===== src/rtl/sprite_mem_arbiter_if.sv =====
// Bus bundle between the requesters, the arbiter and the memory wrapper.
interface sprite_mem_arbiter_if;
    localparam int unsigned AW = 20;
    localparam int unsigned DW = 24;

    logic          Blank;
    logic          P0_Req;
    logic [AW-1:0] P0_Addr;
    logic          P0_Gnt;
    logic          P0_RValid;
    logic [DW-1:0] P0_RData;
    logic          P1_Req;
    logic [AW-1:0] P1_Addr;
    logic          P1_Gnt;
    logic          P1_RValid;
    logic [DW-1:0] P1_RData;
    logic          P2_Req;
    logic [AW-1:0] P2_Addr;
    logic [DW-1:0] P2_WData;
    logic          P2_Gnt;
    logic [AW-1:0] Mem_Addr;
    logic          Mem_WE;
    logic [DW-1:0] Mem_WData;
    logic [DW-1:0] Mem_RData;

    // Requesters plus memory wrapper side.
    modport master (
        output Blank, P0_Req, P0_Addr, P1_Req, P1_Addr,
               P2_Req, P2_Addr, P2_WData, Mem_RData,
        input  P0_Gnt, P0_RValid, P0_RData, P1_Gnt, P1_RValid, P1_RData,
               P2_Gnt, Mem_Addr, Mem_WE, Mem_WData
    );

    // Arbiter side.
    modport slave (
        input  Blank, P0_Req, P0_Addr, P1_Req, P1_Addr,
               P2_Req, P2_Addr, P2_WData, Mem_RData,
        output P0_Gnt, P0_RValid, P0_RData, P1_Gnt, P1_RValid, P1_RData,
               P2_Gnt, Mem_Addr, Mem_WE, Mem_WData
    );
endinterface


===== src/rtl/sprite_mem_arbiter.sv =====
// Three-port arbiter for the sprite/background memory: pixel fetch (P0),
// HUD reads (P1, starvation-protected) and blanking-time loader writes (P2).
module sprite_mem_arbiter #(
    parameter int unsigned LAT      = 1,
    parameter int unsigned MAX_WAIT = 8
) (
    input  logic                 Clk,
    input  logic                 Reset,
    sprite_mem_arbiter_if.slave  bus
);
    localparam int unsigned AW    = 20;
    localparam int unsigned DW    = 24;
    localparam int unsigned SW    = $clog2(MAX_WAIT + 1);
    localparam int unsigned DEPTH = LAT + 1;

    logic [2:0]       gnt;
    logic             force_p1;
    logic [SW-1:0]    starve;
    logic             rr;
    logic [AW-1:0]    mem_addr;
    logic             mem_we;
    logic [DW-1:0]    mem_wdata;
    logic [DEPTH-1:0] tag_valid;
    logic [DEPTH-1:0] tag_port;

    // Grant selection for the current cycle; nothing is granted under reset.
    always_comb begin
        gnt      = 3'b000;
        force_p1 = (starve == SW'(MAX_WAIT));
        if (!Reset) begin
            if (!bus.Blank) begin
                if (force_p1 && bus.P1_Req) begin
                    gnt[1] = 1'b1;
                end else if (bus.P0_Req) begin
                    gnt[0] = 1'b1;
                end else if (bus.P1_Req) begin
                    gnt[1] = 1'b1;
                end
            end else begin
                if (bus.P0_Req) begin
                    gnt[0] = 1'b1;
                end else if (bus.P1_Req && bus.P2_Req) begin
                    if (rr) gnt[2] = 1'b1;
                    else    gnt[1] = 1'b1;
                end else if (bus.P1_Req) begin
                    gnt[1] = 1'b1;
                end else if (bus.P2_Req) begin
                    gnt[2] = 1'b1;
                end
            end
        end
    end

    // Count cycles P1 waits while requesting; saturate at the force threshold.
    always_ff @(posedge Clk) begin
        if (Reset) begin
            starve <= '0;
        end else if (!bus.P1_Req || gnt[1]) begin
            starve <= '0;
        end else if (starve != SW'(MAX_WAIT)) begin
            starve <= starve + SW'(1);
        end
    end

    // Round-robin preference between P1 and P2; 0 prefers P1.
    always_ff @(posedge Clk) begin
        if (Reset) begin
            rr <= 1'b0;
        end else if (gnt[1] || gnt[2]) begin
            rr <= ~rr;
        end
    end

    // Registered memory command for the granted access.
    always_ff @(posedge Clk) begin
        if (Reset) begin
            mem_addr  <= '0;
            mem_we    <= 1'b0;
            mem_wdata <= '0;
        end else begin
            mem_we <= gnt[2];
            if (gnt[2]) mem_wdata <= bus.P2_WData;
            if (gnt[0])      mem_addr <= bus.P0_Addr;
            else if (gnt[1]) mem_addr <= bus.P1_Addr;
            else if (gnt[2]) mem_addr <= bus.P2_Addr;
        end
    end

    // Read tag pipeline: {valid, port} per grant, aligned with read latency.
    always_ff @(posedge Clk) begin
        if (Reset) begin
            tag_valid <= '0;
            tag_port  <= '0;
        end else begin
            tag_valid <= {tag_valid[DEPTH-2:0], gnt[0] | gnt[1]};
            tag_port  <= {tag_port[DEPTH-2:0], gnt[1]};
        end
    end

    assign bus.P0_Gnt    = gnt[0];
    assign bus.P1_Gnt    = gnt[1];
    assign bus.P2_Gnt    = gnt[2];
    assign bus.Mem_Addr  = mem_addr;
    assign bus.Mem_WE    = mem_we;
    assign bus.Mem_WData = mem_wdata;
    assign bus.P0_RData  = bus.Mem_RData;
    assign bus.P1_RData  = bus.Mem_RData;
    assign bus.P0_RValid = !Reset && tag_valid[LAT] && !tag_port[LAT];
    assign bus.P1_RValid = !Reset && tag_valid[LAT] &&  tag_port[LAT];
endmodule

===== src/flat_wrapper.sv =====
// flat-port wrapper written by rule: the top's interface ports become plain ports
module sprite_mem_arbiter_flat 
#(
    parameter int unsigned LAT      = 1,
    parameter int unsigned MAX_WAIT = 8
)
  (Clk, Reset, bus_Blank, bus_P0_Req, bus_P0_Addr, bus_P1_Req, bus_P1_Addr, bus_P2_Req, bus_P2_Addr, bus_P2_WData, bus_Mem_RData, bus_P0_Gnt, bus_P0_RValid, bus_P0_RData, bus_P1_Gnt, bus_P1_RValid, bus_P1_RData, bus_P2_Gnt, bus_Mem_Addr, bus_Mem_WE, bus_Mem_WData);
  sprite_mem_arbiter_if bus_i ();
  input  logic Clk;
  input  logic Reset;
  input wire logic [$bits(bus_i.Blank)-1:0] bus_Blank;
  input wire logic [$bits(bus_i.P0_Req)-1:0] bus_P0_Req;
  input wire logic [$bits(bus_i.P0_Addr)-1:0] bus_P0_Addr;
  input wire logic [$bits(bus_i.P1_Req)-1:0] bus_P1_Req;
  input wire logic [$bits(bus_i.P1_Addr)-1:0] bus_P1_Addr;
  input wire logic [$bits(bus_i.P2_Req)-1:0] bus_P2_Req;
  input wire logic [$bits(bus_i.P2_Addr)-1:0] bus_P2_Addr;
  input wire logic [$bits(bus_i.P2_WData)-1:0] bus_P2_WData;
  input wire logic [$bits(bus_i.Mem_RData)-1:0] bus_Mem_RData;
  output wire logic [$bits(bus_i.P0_Gnt)-1:0] bus_P0_Gnt;
  output wire logic [$bits(bus_i.P0_RValid)-1:0] bus_P0_RValid;
  output wire logic [$bits(bus_i.P0_RData)-1:0] bus_P0_RData;
  output wire logic [$bits(bus_i.P1_Gnt)-1:0] bus_P1_Gnt;
  output wire logic [$bits(bus_i.P1_RValid)-1:0] bus_P1_RValid;
  output wire logic [$bits(bus_i.P1_RData)-1:0] bus_P1_RData;
  output wire logic [$bits(bus_i.P2_Gnt)-1:0] bus_P2_Gnt;
  output wire logic [$bits(bus_i.Mem_Addr)-1:0] bus_Mem_Addr;
  output wire logic [$bits(bus_i.Mem_WE)-1:0] bus_Mem_WE;
  output wire logic [$bits(bus_i.Mem_WData)-1:0] bus_Mem_WData;
  assign bus_i.Blank = bus_Blank;
  assign bus_i.P0_Req = bus_P0_Req;
  assign bus_i.P0_Addr = bus_P0_Addr;
  assign bus_i.P1_Req = bus_P1_Req;
  assign bus_i.P1_Addr = bus_P1_Addr;
  assign bus_i.P2_Req = bus_P2_Req;
  assign bus_i.P2_Addr = bus_P2_Addr;
  assign bus_i.P2_WData = bus_P2_WData;
  assign bus_i.Mem_RData = bus_Mem_RData;
  assign bus_P0_Gnt = bus_i.P0_Gnt;
  assign bus_P0_RValid = bus_i.P0_RValid;
  assign bus_P0_RData = bus_i.P0_RData;
  assign bus_P1_Gnt = bus_i.P1_Gnt;
  assign bus_P1_RValid = bus_i.P1_RValid;
  assign bus_P1_RData = bus_i.P1_RData;
  assign bus_P2_Gnt = bus_i.P2_Gnt;
  assign bus_Mem_Addr = bus_i.Mem_Addr;
  assign bus_Mem_WE = bus_i.Mem_WE;
  assign bus_Mem_WData = bus_i.Mem_WData;
  sprite_mem_arbiter #(.LAT(LAT), .MAX_WAIT(MAX_WAIT)) u_core (.Clk(Clk), .Reset(Reset), .bus(bus_i));
endmodule

===== config.mk =====
export PLATFORM = sky130hd
export DESIGN_NAME = sprite_mem_arbiter_flat
export DESIGN_NICKNAME = d
export VERILOG_FILES = /design/src/rtl/sprite_mem_arbiter_if.sv /design/src/rtl/sprite_mem_arbiter.sv /design/src/flat_wrapper.sv
export SDC_FILE = /design/constraint.sdc
export NUM_CORES = 1
export LEC_CHECK = 0
export ABC_AREA = 1
export BUFFER_PORTS_ARGS = -buffer_cell sky130_fd_sc_hd__buf_4
export CORE_MARGIN = 10
export CORE_UTILIZATION = 42
export CTS_BUF_LIST = sky130_fd_sc_hd__clkbuf_8
export CTS_CLUSTER_DIAMETER = 100
export DETAILED_ROUTE_END_ITERATION = 12
export PLACE_DENSITY = 0.87
export SYNTH_ARGS = -nofsm -noshare
export SYNTH_HDL_FRONTEND = slang
export SYNTH_SLANG_ARGS = --single-unit
export TNS_END_PERCENT = 20

===== constraint.sdc =====
create_clock -name Clk -period 2.3 [get_ports Clk]
set_clock_uncertainty 0.2 [all_clocks]
set_input_delay 0.345 -clock Clk [delete_from_list [all_inputs] [get_ports Clk]]
set_output_delay 0.345 -clock Clk [all_outputs]
set_load 0.01 [all_outputs]

==> run metrics <==
GRT Util Overall=0.171; max_slew headroom=0.791; Hold WS=0.0208 ns; final slew viol count=0; Tmin final=2.17 ns; share of cells above drive strength 1=0.361; CTS sink count=54; area growth from synthesis to layout=31.0%; Initial Util=0.431; netlist area before placement=0.00291 mm^2; Clock Tree Root=clkbuf_8; sequential fraction of the synthesis area=0.372; flops & latches, synth=54; Distinct cells, synth=26; Final nets=625; R2R Setup Slk=0.21 ns; DRT Wirelength=9470 um; Detailed Place HPWL=7150 um; crit path to=bus_P1_Gnt; RSZ-0062 raised after global routing=false; Vias/cell=5.05; status=completed; first-pass GRT wire length=14600 um; Non-Filler Instances=590; wire per inst=16.1 um; GR Overflow Total=0; # rows=30; Tightest Pin Transition=0.314 ns; period utilisation layout=0.945; CP max FO=12; Die Height=103 um; RD Place Congestion=0.774; Pwr Density=539 mW/mm^2; R2R Path End=u_core.bus.Mem_Addr[3]; max-cap viol count=0; hold crit path type=input pin to flop; Initial DRC Count=126; Inst Count DP=578; Syn Nets=538; Initial DRT Pass Iterations=6; antenna-violating nets left=0; Critical Path Sink Type=output pin; Synth Instances=422; post-synthesis area per instance=6.89 um^2; Max Clk Rate=460 MHz; reg2reg path depth=12; CTS tree=yes; Syn. warnings=0; hold_buf cts=0; Peak supply drop=0.251 mV; total CTS buffers=5; CP Launch Type=flop; vias=2977; Die ar.=0.0107 mm^2; DRC Markers=0; DIE WIDTH=103 um; ANT cells=0; CP Data Required Time=1.75 ns; kind of critical path=flop to output pin; vias in the first global route=3107; Worst EP arrival=1.63 ns; Clk Latency, worst-skew pair=0.32 ns; H-tree level count=2; TNS Setup=0 ns; Clk pin slew, worst setup/hold paths=0.11 ns; Port Buffers=139; crit path launch=u_core.starve[0]; core area=0.00676 mm^2; pin count of the biggest net entering global routing=30; antenna violations before repair=0; # fillers=659; worst r2r src=u_core.starve[0]; Top-Level Pins=212; Hold Vio Cnt, Final=0; Max clock buf depth=2; Final setup viols=0; Leak=1.88 nW
[where the power goes]
| group | switching [mW] | internal, mW |
|---|---|---|
| sequential | 0.0251 | 0.977 |
| clock | 0.326 | 0.324 |
| combinational | 0.196 | 0.207 |
| total | 0.547 | 1.51 |
[cell type report]
type / count / area [um^2] / area share
clock inverters: 3 / 45.0 / 0.0118
flip-flops and latches: 54 / 1080 / 0.284
clock buffers: 5 / 68.8 / 0.0181
multi-input cells: 275 / 1290 / 0.339
repair buffers: 152 / 1140 / 0.299
inverters: 21 / 81.3 / 0.0213
well taps: 80 / 100 / 0.0263
[critical path: stages (launching register included)]
cell     delay, ns
dfxtp_2       0.35
inv_1         0.09
ha_1          0.16
nand2_1       0.09
nor2_4        0.15
nand2_2       0.09
nand2_4       0.10
nand2_8       0.09
inv_1         0.08
buf_4         0.12
[worst min path at each step]
| stage | slack (ns) | to | startpoint | cells after the start |
|---|---|---|---|---|
| global placement | 0.20 | u_core.tag_port[1] | u_core.tag_port[0] | 2 |
| CTS | 0.02 | u_core.bus.Mem_WData[19] | bus_P2_WData[19] | 3 |
| floorplan | 0.19 | u_core.tag_port[1] | u_core.tag_port[0] | 2 |
| finish | 0.02 | u_core.bus.Mem_WData[0] | bus_P2_WData[0] | 3 |
| detailed placement | 0.20 | u_core.tag_valid[1] | u_core.tag_valid[0] | 2 |
| global route | 0.01 | u_core.bus.Mem_WData[21] | bus_P2_WData[21] | 3 |
[repair_timing]
| item | CTS | global route |
|---|---|---|
| gates cloned | 0 | 1 |
| pin swaps | 0 | 3 |
| gates resized for setup | 1 | 2 |
| endpoints found under the setup margin | 1 | 2 |
| buffers inserted | 0 | 3 |
[layout by cell type (no fill, tap or decap), drive strengths merged]
cell type and n:
xor2 1, o21ai 26, bufinv 1, dfxtp 54, nor3 1, nand3 21
ha 2, clkbuf 5, buf 152, nand3b 3, nand2 132, a21oi 18
nor2 50, nand4 20, clkinvlp 2, xnor2 1, inv 21
[per-stage QoR]
stage / total power, mW / utilization / instance area [um^2] / setup WS [ns]
5_1_grt: 2.17 / 0.564 / 3810 / 0.0155
6_report: 2.06 / 0.564 / 3810 / 0.126
2_1_floorplan: 1.28 / - / 2910 / 0.532
3_5_place_dp: 1.42 / 0.540 / 3650 / 0.123
3_3_place_gp: 1.41 / 0.540 / 3650 / 0.331
4_1_cts: 2.07 / 0.558 / 3770 / 0.0283
[registers in the layout (all words and copies together) (netlist names)]
signal,cells
u_core.bus.Mem_Addr,20
u_core.tag_valid,2
u_core.rr,1
u_core.tag_port,2
u_core.bus.Mem_WE,1
u_core.bus.Mem_WData,24
u_core.starve,4
[cell usage after synthesis (all sizes together)]
cell type	n	area, um^2
a21oi	18	128
buf	64	445
clkbuf	9	33.8
dfxtp	54	1080
ha	2	25.0
inv	21	81.3
nand2	131	512
nand3	21	105
nand3b	3	22.5
nand4	20	125
nor2	50	198
nor3	1	5.00
o21ai	26	130
xnor2	1	8.76
xor2	1	8.76
[metal layers]
layer | up-vias | routed length, um | track usage
met1 | 1335 | 3470 | 0.171
li1 | 1461 | - | -
met3 | 40 | 1280 | 0.0917
met5 | - | 0 | 0
met4 | 0 | 325 | 0.0824
met2 | 141 | 4400 | 0.285
[cell families (layout without fill, tap and decap cells)]
family | count (synthesis) | in the layout | synth area share
AOI/OAI and AO/OA | 44 | 44 | 0.0886
xor gates and xnor gates | 2 | 2 | 0.00602
adders and majority gates | 2 | 2 | 0.00860
buffers and inverters | 94 | 181 | 0.193
DFF | 54 | 54 | 0.372
and+or+nand+nor | 226 | 227 | 0.332
No activity file was read; power rests on OpenSTA's default activity.
